==> src/rtl/pic_pkg.sv <==
`default_nettype none
// ============================================================================
// Module   : pic_pkg
// Purpose  : Shared types and constants for the PIC command register file:
//            init FSM state encoding, OCW2 command codes, ICW/OCW bit fields.
// Revision : 1.0 - initial release
// ============================================================================
package pic_pkg;

  // Initialisation sequence states
  typedef enum logic [2:0] {
    ST_UNINIT = 3'd0,
    ST_W_ICW2 = 3'd1,
    ST_W_ICW3 = 3'd2,
    ST_W_ICW4 = 3'd3,
    ST_READY  = 3'd4
  } pic_state_t;

  // OCW2 R/SL/EOI command codes
  localparam logic [2:0] NS_EOI       = 3'b001;
  localparam logic [2:0] SP_EOI       = 3'b011;
  localparam logic [2:0] ROT_NS       = 3'b101;
  localparam logic [2:0] ROT_AEOI_SET = 3'b100;
  localparam logic [2:0] ROT_AEOI_CLR = 3'b000;
  localparam logic [2:0] ROT_SP       = 3'b111;
  localparam logic [2:0] SET_PRI      = 3'b110;

  // ICW1 / ICW4 field positions
  localparam int c_icw1_ic4  = 0;
  localparam int c_icw1_sngl = 1;
  localparam int c_icw1_ltim = 3;
  localparam int c_cmd_sel   = 4;   // a0=0: 1 selects ICW1
  localparam int c_icw4_aeoi = 1;

  // OCW3 field positions
  localparam int c_ocw3_sel  = 3;   // with bit 4 clear: 1 selects OCW3, 0 OCW2
  localparam int c_ocw3_ris  = 0;
  localparam int c_ocw3_rr   = 1;
  localparam int c_ocw3_p    = 2;
  localparam int c_ocw3_smm  = 5;
  localparam int c_ocw3_esmm = 6;

  // An a0=0 write with bit 4 set is always ICW1, regardless of state
  function automatic logic is_icw1(input logic a0, input logic [7:0] d);
    return !a0 && d[c_cmd_sel];
  endfunction

endpackage
`default_nettype wire

==> src/rtl/pic_wr_edge.sv <==
`default_nettype none
// ============================================================================
// Module   : pic_wr_edge
// Purpose  : Turns a CPU write strobe (cs_n & wr_n low) into a single-cycle
//            write event on the strobe's leading edge; read-conflicted writes
//            are dropped.
// Revision : 1.0 - initial release
// ============================================================================
module pic_wr_edge (
  input  logic clk,
  input  logic rst_n,
  input  logic i_cs_n,
  input  logic i_wr_n,
  input  logic i_rd_n,
  output logic o_wr_evt
);

  logic w_wr_now;
  logic r_wr_prev;

  assign w_wr_now = !i_cs_n && !i_wr_n;

  // Track last cycle's strobe; reset arms it as "active" so a strobe held
  // across reset release must be seen inactive before it can commit again
  always_ff @(posedge clk or negedge rst_n) begin
    if (!rst_n) r_wr_prev <= 1'b1;
    else        r_wr_prev <= w_wr_now;
  end

  assign o_wr_evt = w_wr_now && !r_wr_prev && i_rd_n;

endmodule
`default_nettype wire

==> src/rtl/pic_cmd_regfile.sv <==
`default_nettype none
// ============================================================================
// Module   : pic_cmd_regfile
// Purpose  : PIC command decoder and configuration register file. Runs the
//            ICW1..ICW4 initialisation FSM, holds OCW state, emits one-cycle
//            command pulses and serves IRR/ISR/IMR reads.
// Options  : PIC_SPECIAL_MASK_EN - enables OCW3 ESMM/SMM special mask mode.
// Revision : 1.0 - initial release
// ============================================================================
module pic_cmd_regfile
  import pic_pkg::*;
#(
  parameter int         N_IRQ   = 8,
  parameter logic [7:0] IMR_RST = 8'h00,
  parameter int         VEC_W   = 5
) (
  input  logic             clk,
  input  logic             rst_n,
  input  logic             cs_n,
  input  logic             wr_n,
  input  logic             rd_n,
  input  logic             a0,
  input  logic             sp_en_n,
  input  logic [7:0]       din,
  input  logic [N_IRQ-1:0] irr,
  input  logic [N_IRQ-1:0] isr,
  output logic [7:0]       dout,
  output logic             dout_oe,
  output logic             init_done,
  output logic [VEC_W-1:0] vec_base,
  output logic             ltim,
  output logic             sngl,
  output logic [7:0]       icw3,
  output logic             aeoi,
  output logic [N_IRQ-1:0] imr,
  output logic             ocw2_valid,
  output logic [2:0]       ocw2_cmd,
  output logic [2:0]       ocw2_lvl,
  output logic             read_isr,
  output logic             poll_req,
  output logic             smm,
  output logic             cmd_err
);

  logic             w_wr_evt;
  logic [7:0]       w_imr_ext;
  logic [7:0]       w_rr_ext;

  pic_state_t       r_state;
  logic             r_init_done;
  logic [VEC_W-1:0] r_vec_base;
  logic             r_ltim;
  logic             r_sngl;
  logic             r_ic4;
  logic [7:0]       r_icw3;
  logic             r_aeoi;
  logic [N_IRQ-1:0] r_imr;
  logic             r_ocw2_valid;
  logic [2:0]       r_ocw2_cmd;
  logic [2:0]       r_ocw2_lvl;
  logic             r_read_isr;
  logic             r_poll_req;
  logic             r_smm;
  logic             r_cmd_err;

  pic_wr_edge u_wr_edge (
    .clk      (clk),
    .rst_n    (rst_n),
    .i_cs_n   (cs_n),
    .i_wr_n   (wr_n),
    .i_rd_n   (rd_n),
    .o_wr_evt (w_wr_evt)
  );

  // Initialisation FSM plus all configuration registers and command pulses
  always_ff @(posedge clk or negedge rst_n) begin
    if (!rst_n) begin
      r_state      <= ST_UNINIT;
      r_init_done  <= 1'b0;
      r_vec_base   <= '0;
      r_ltim       <= 1'b0;
      r_sngl       <= 1'b0;
      r_ic4        <= 1'b0;
      r_icw3       <= 8'h00;
      r_aeoi       <= 1'b0;
      r_imr        <= IMR_RST[N_IRQ-1:0];
      r_ocw2_valid <= 1'b0;
      r_ocw2_cmd   <= 3'b000;
      r_ocw2_lvl   <= 3'b000;
      r_read_isr   <= 1'b0;
      r_poll_req   <= 1'b0;
      r_smm        <= 1'b0;
      r_cmd_err    <= 1'b0;
    end else begin
      r_ocw2_valid <= 1'b0;
      r_poll_req   <= 1'b0;
      r_cmd_err    <= 1'b0;
      if (w_wr_evt) begin
        if (is_icw1(a0, din)) begin
          r_ltim      <= din[c_icw1_ltim];
          r_sngl      <= din[c_icw1_sngl];
          r_ic4       <= din[c_icw1_ic4];
          r_aeoi      <= 1'b0;
          r_smm       <= 1'b0;
          r_read_isr  <= 1'b0;
          r_icw3      <= 8'h00;
          r_imr       <= IMR_RST[N_IRQ-1:0];
          r_state     <= ST_W_ICW2;
          r_init_done <= 1'b0;
        end else begin
          case (r_state)
            ST_READY: begin
              if (a0) begin
                r_imr <= din[N_IRQ-1:0];
              end else if (!din[c_ocw3_sel]) begin
                r_ocw2_cmd   <= din[7:5];
                r_ocw2_lvl   <= din[2:0];
                r_ocw2_valid <= 1'b1;
              end else begin
                if (din[c_ocw3_rr]) r_read_isr <= din[c_ocw3_ris];
                r_poll_req <= din[c_ocw3_p];
`ifdef PIC_SPECIAL_MASK_EN
                if (din[c_ocw3_esmm]) r_smm <= din[c_ocw3_smm];
`endif
              end
            end
            ST_W_ICW2: begin
              if (!a0) begin
                r_cmd_err <= 1'b1;
              end else begin
                r_vec_base <= din[7 -: VEC_W];
                if (!r_sngl) begin
                  r_state <= ST_W_ICW3;
                end else if (r_ic4) begin
                  r_state <= ST_W_ICW4;
                end else begin
                  r_state     <= ST_READY;
                  r_init_done <= 1'b1;
                end
              end
            end
            ST_W_ICW3: begin
              if (!a0) begin
                r_cmd_err <= 1'b1;
              end else begin
                // A slave only keeps its 3-bit cascade identity
                r_icw3 <= sp_en_n ? din : {5'b00000, din[2:0]};
                if (r_ic4) begin
                  r_state <= ST_W_ICW4;
                end else begin
                  r_state     <= ST_READY;
                  r_init_done <= 1'b1;
                end
              end
            end
            ST_W_ICW4: begin
              if (!a0) begin
                r_cmd_err <= 1'b1;
              end else begin
                r_aeoi      <= din[c_icw4_aeoi];
                r_state     <= ST_READY;
                r_init_done <= 1'b1;
              end
            end
            default: begin
              // Uninitialised: only ICW1 is meaningful, a0=1 data is ignored
              if (!a0) r_cmd_err <= 1'b1;
            end
          endcase
        end
      end
    end
  end

  // Zero-extend the N_IRQ-wide readback sources onto the 8-bit bus
  always_comb begin
    w_imr_ext              = 8'h00;
    w_imr_ext[N_IRQ-1:0]   = r_imr;
    w_rr_ext               = 8'h00;
    w_rr_ext[N_IRQ-1:0]    = r_read_isr ? isr : irr;
  end

  assign dout_oe    = !cs_n && !rd_n && wr_n;
  assign dout       = !dout_oe ? 8'h00 : (a0 ? w_imr_ext : w_rr_ext);

  assign init_done  = r_init_done;
  assign vec_base   = r_vec_base;
  assign ltim       = r_ltim;
  assign sngl       = r_sngl;
  assign icw3       = r_icw3;
  assign aeoi       = r_aeoi;
  assign imr        = r_imr;
  assign ocw2_valid = r_ocw2_valid;
  assign ocw2_cmd   = r_ocw2_cmd;
  assign ocw2_lvl   = r_ocw2_lvl;
  assign read_isr   = r_read_isr;
  assign poll_req   = r_poll_req;
  assign smm        = r_smm;
  assign cmd_err    = r_cmd_err;

endmodule
`default_nettype wire

==> config.mk <==
export PLATFORM = sky130hd
export DESIGN_NAME = pic_cmd_regfile
export DESIGN_NICKNAME = d
export VERILOG_FILES = /design/src/rtl/pic_pkg.sv /design/src/rtl/pic_wr_edge.sv /design/src/rtl/pic_cmd_regfile.sv
export SDC_FILE = /design/constraint.sdc
export NUM_CORES = 1
export LEC_CHECK = 0
export ABC_AREA = 1
export CAP_MARGIN = 20
export CORE_UTILIZATION = 47
export CTS_CLUSTER_SIZE = 25
export DETAILED_ROUTE_END_ITERATION = 8
export PLACE_DENSITY_LB_ADDON = 0.3
export SETUP_SLACK_MARGIN = 0.5
export SYNTH_ARGS = -nofsm -noshare
export SYNTH_HDL_FRONTEND = slang
export SYNTH_SLANG_ARGS = --single-unit
export TNS_END_PERCENT = 10
==> constraint.sdc <==
create_clock -name clk -period 1.9 [get_ports clk]
set_input_delay 0.285 -clock clk [delete_from_list [all_inputs] [get_ports clk]]
set_output_delay 0.285 -clock clk [all_outputs]
set_load 0.03 [all_outputs]
# Yosys cells after proc, flatten, opt, wreduce, memory -nomap -nowiden
# Cells that the tools add are included.
# W data, S select, Z words.
[word_totals]
register_bits = 40
in_bits = 31
output_inout_bits = 45
word_cells = 101
[op_classes]
eq_ne = 9
n_reduce_logical = 27
mux = 46
bitwise = 3
[ops]
columns = ["op", "n"]
rows = [
  ["$mux W8", 10],
  ["$mux W1", 28],
  ["$mux W3", 6],
  ["$reduce_and A5 Y1", 3],
  ["$ne A3 B3 Y1 const B", 4],
  ["$reduce_bool A2 Y1", 6],
  ["$pmux W3 S3", 1],
  ["$reduce_and A3 Y1", 3],
  ["$eq A3 B2 Y1 const B", 2],
  ["$logic_and A1 B1 Y1", 6],
  ["$reduce_and A6 Y1", 1],
  ["$logic_not A1 Y1", 5],
  ["$reduce_and A4 Y1", 1],
  ["$reduce_bool A4 Y1", 1],
  ["$eq A3 B1 Y1 const B", 1],
  ["$eq A3 B3 Y1 const B", 1],
  ["$not A1 Y1", 3],
  ["$pmux W1 S3", 1],
  ["$ne A2 B1 Y1 const B", 1],
  ["$reduce_and A2 Y1", 1],
]

# Logic depth before layout (Yosys ltp)
[depth]
depth_word = 5
mapped_depth = 9
mapped_depth_nobuf = 9

# Cells and area by module
# A second synthesis with hierarchy kept.
[unflattened]
hier_cells = 242
area_unflattened_um2 = 1975.6
[modules_own_cells]
columns = ["mod", "instances", "area_per_inst_um2", "cells_each"]
rows = [
  ["pic_cmd_regfile", 1, 1920.6, 234],
  ["pic_wr_edge", 1, 55.1, 8],
]

# Least setup slack after synthesis
# Ideal clock, no wire load.
[synth_timing]
path_kind = "in2out"
startpoint = "in rd_n"
endpoint = "out dout[0]"
n_path_buf = 0
cell_stages = 5
arrival_time_ns = 1.694
setup_slack_ns = -0.079
path_cell_list = "inv_1 nand2_1 nor2_1 o21ai_0 a31oi_1"
[synth_via]
elab_chain_len = 4
[synth_rtl]
columns = ["element", "line_no", "rtl"]
rows = [
  ["from (decl)", "pic_cmd_regfile.sv:21", "input logic rd_n,"],
  ["$logic_not A1 Y1", "pic_cmd_regfile.sv:183", "assign dout_oe = !cs_n && !rd_n && wr_n;"],
  ["$logic_and A1 B1 Y1 (2 in a row)", "pic_cmd_regfile.sv:183", ""],
  ["named net dout_oe", "pic_cmd_regfile.sv:28", "output logic dout_oe,"],
  ["$mux W8", "pic_cmd_regfile.sv:184", "assign dout = !dout_oe ? 8'h00 : (a0 ? w_imr_ext : w_rr_ext);"],
  ["to (decl)", "pic_cmd_regfile.sv:27", "output logic [7:0] dout,"],
]
# The timed path passes the listed nets, and every way through them passes these cells.

# Worst setup path in the final report
[layout_timing]
startpoint = "reg r_read_isr (netlist: read_isr)"
endpoint = "out dout[4]"
[layout_via]
elab_chain_len = 3
[layout_rtl]
columns = ["element", "line_no", "rtl"]
rows = [
  ["from (decl)", "pic_cmd_regfile.sv:61", "logic r_read_isr;"],
  ["from (signal assigned)", "pic_cmd_regfile.sv:120", "if (din[c_ocw3_rr]) r_read_isr <= din[c_ocw3_ris];"],
  ["$mux W8", "pic_cmd_regfile.sv:180", "w_rr_ext[N_IRQ-1:0] = r_read_isr ? isr : irr;"],
  ["$mux W8 (2 in a row)", "pic_cmd_regfile.sv:184", ""],
]
# Every way passes these cells.

==> results.py <==
metrics = {
    "placement": {
        "globalplace.congestion": 0.877,
        "placed_cell_area_um2": 2990,
        "dpl.hpwl_mm": 4.19,
        "portBuffers": 74,
    },
    "logic_synthesis": {
        "synth_top_area_share": 0.497,
        "synthDistinctLibCells": 21,
        "syn_area_per_cell_um2": 8.28,
        "synth-async-reset-ratio": 1.00,
        "synth_nets": 268,
        "synthSimpleGateAreaFrac": 0.279,
        "synth_compound_area_frac": 0.149,
        "synth_edf_count": 0,
        "synth_seq_area_share": 0.511,
        "postSynthCellCount": 237,
        "synth_mux_area_frac": 0,
        "synth_fa_ha_area_frac": 0,
        "synth_ff_type": "dfrtp_1",
        "synth-seq-cells": 40,
        "synth_commonest_cells": "nand2_1 (96), dfrtp_1 (39), o21ai_2 (18), inv_1 (16), o21ai_0 (16)",
        "yosysMostFrequentCell": "nand2_1",
        "synth_xor_area_frac": 0,
        "syn-cell-area_um2": 1960,
        "yosysTopAreaCell": "dfrtp_1",
        "ys_warn_count": 0,
        "netlist_top_cells_area": "dfrtp_1 (50%), nand2_1 (18%), o21ai_2 (8.0%)",
        "synth_top_family_by_area": "simple AND/OR/NAND/NOR gates",
    },
    "timing": {
        "setup_violations": 0,
        "fin_crit_sh": 0.911,
        "drv_slew": 0,
        "skew_ns": 0.0117,
        "slew-limit-headroom": 0.507,
        "rsz0062_at_grt": "true",
        "hold_slack_ns": 0.229,
        "final_hold_viol_count": 0,
        "clock.fmax_ghz": 0.578,
        "worstMarginPinSlew_ns": 0.740,
        "period_minus_slack_ns": 1.73,
    },
    "cells_and_area": {
        "regArea_um2": 1000,
        "multiInputGateArea_um2": 1040,
        "fillers": 236,
        "design_area_um2": 3290,
        "area_growth_pct": 67.4,
        "diodes": 0,
        "fin_nets": 367,
        "drive_gt1_frac": 0.279,
    },
    "drt": {
        "detail-route-antenna-nets": 0,
        "num_vias": 2016,
        "drc": 0,
        "vias_per_cell": 5.21,
        "wl_per_cell_um": 16.3,
        "drt-pass1-iter-count": 5,
        "wirelength_mm": 6.32,
        "drtIter0Drc": 101,
    },
    "power": {
        "p_total_mw": 3.40,
        "peakVddDrop_uv": 831,
        "power_leakage_nw": 1.56,
        "p_per_area_nw_per_um2": 1040,
    },
    "global_route": {
        "grt_antenna_before_repair": 0,
        "grt_pass1_wl_mm": 9.67,
        "gr-usage-all-layers": 0.296,
        "grt.busiest_layer": "met2",
        "overflow": 0,
        "grt_max_degree": 24,
        "grtUsageMet2": 0.534,
        "grt_pass1_vias": 2022,
        "use_met1": 0.346,
        "use_met3": 0.0634,
    },
    "clocking": {
        "clock-sinks": 40,
        "ctsLongestPathBuffers": 2,
        "clk_latency_ns": 0.31,
        "path_clk_slew_ns": 0.09,
        "htreeDepth": 2,
        "cts_made_buffers": 5,
        "cts_tree": "done",
        "cts_root_buf": "clkbuf_8",
    },
    "worst_setup_path": {
        "crit_buf_inv": 2,
        "arrival_ns": 1.45,
        "cp_slowest_cell": "dfrtp_2",
        "crit_required_ns": 1.62,
        "crit_path_max_incr_delay_ns": 0.50,
        "critPathTopFamily": "flip-flops",
        "cp-end-kind": "output port",
        "worstSetupStartpointType": "flip-flop",
        "reg2reg_slack_ns": 0.38,
        "crit_chain": "clkinv_4, nand2_1, a31oi_4, buf_6",
        "worst-setup-path-type": "flip-flop to output port",
        "worstPathMaxFanout": 8,
    },
    "floorplan": {
        "ios": 76,
        "initial_core_util": 0.491,
        "dieWidth_um": 66.6,
        "coreArea_um2": 4000,
        "dieArea_um2": 4440,
        "die_h_um": 66.6,
        "rows": 23,
    },
    "status": {
        "status": "completed",
    },
    "run": {
        "drv_cap": 0,
    },
    "hold_path": {
        "worstHoldPathType": "primary input to flip-flop",
    },
}
==> worst register-to-register path: stages (launching register included) <==
cell and delay, ns:
dfrtp_1 0.50, nor3_4 0.11, o21ai_2 0.60, nand2_1 0.15
o21ai_2 0.09
==> through the flow <==
stage / std cells / utilization / setup WS (ns) / TNS [ns]
after floorplan: 237 / - / 0.488 / 0
after global placement: 371 / 0.749 / 0.0188 / 0
final: 387 / 0.821 / 0.169 / 0
after global routing: 387 / 0.821 / 0.138 / 0
after detailed placement: 371 / 0.749 / -0.0246 / -0.0921
after CTS: 386 / 0.813 / 0.239 / 0
==> timing repair <==
action,CTS,global route
resized for setup,45,6
cloned,1,0
endpoints found under the hold margin,21,0
setup buffers,5,1
hold buffers,1,0
pin swaps,7,0
setup endpoints to repair,75,79
==> sequential cells by signal, indices dropped and copies added (netlist names), 3 cells and up <==
signal	count
imr	8
icw3	8
r_state	3
ocw2_lvl	3
ocw2_cmd	3
vec_base	5
==> layer usage <==
layer / vias up / share of wire
met3: 14 / 0.068
met5: - / 0
met4: 0 / 0.022
met1: 946 / 0.39
met2: 94 / 0.52
li1: 962 / -
==> layout by cell type, fill, tap and decap left out, drive strengths merged, types with 2 or more instances in the layout <==
cell type and instances:
clkinvlp 2, nand3 14, dlymetal6s2s 4, nand4 2, dfrtp 39, clkdlybuf4s15 4, clkbuf 6, buf 33
dlygate4sd2 4, inv 16, nor2 15, nand2 97, clkdlybuf4s50 52, a31oi 8, o21ai 34, nor3 2
==> layout make-up <==
| class | instances | area share |
|---|---|---|
| tap | 50 | 0.0190 |
| timing repair buffer | 98 | 0.307 |
| multi-input combinational | 174 | 0.318 |
| inverter | 17 | 0.0217 |
| clock buffer | 6 | 0.0251 |
| clock inverter | 2 | 0.00457 |
| sequential | 40 | 0.305 |
==> where the power goes <==
group	switching [mW]	internal (mW)	leakage, nW
clock	0.320	0.294	0.0434
sequential	0.210	1.08	0.521
combinational	0.895	0.608	0.997
total	1.42	1.98	1.56
==> final timing paths <==
check                                      end  cells past startpoint   startpoint
setup / recovery                       dout[4]                      4     read_isr
hold / removal             u_wr_edge.r_wr_prev                      2         cs_n
setup reg to reg                        imr[4]                      4   r_state[1]
hold reg to reg                    ocw2_cmd[0]                      2  ocw2_cmd[0]
max in group asynchronous          vec_base[2]                      3        rst_n
min in group asynchronous              icw3[0]                      2        rst_n
==> kinds of logic after synthesis <==
family | after synthesis
flip-flops | 40
other | 1
buffers and inverters | 24
AND/OR/NAND/NOR | 129
AO/OA/AOI/OAI | 43
Power figures use the tool's default switching activity.
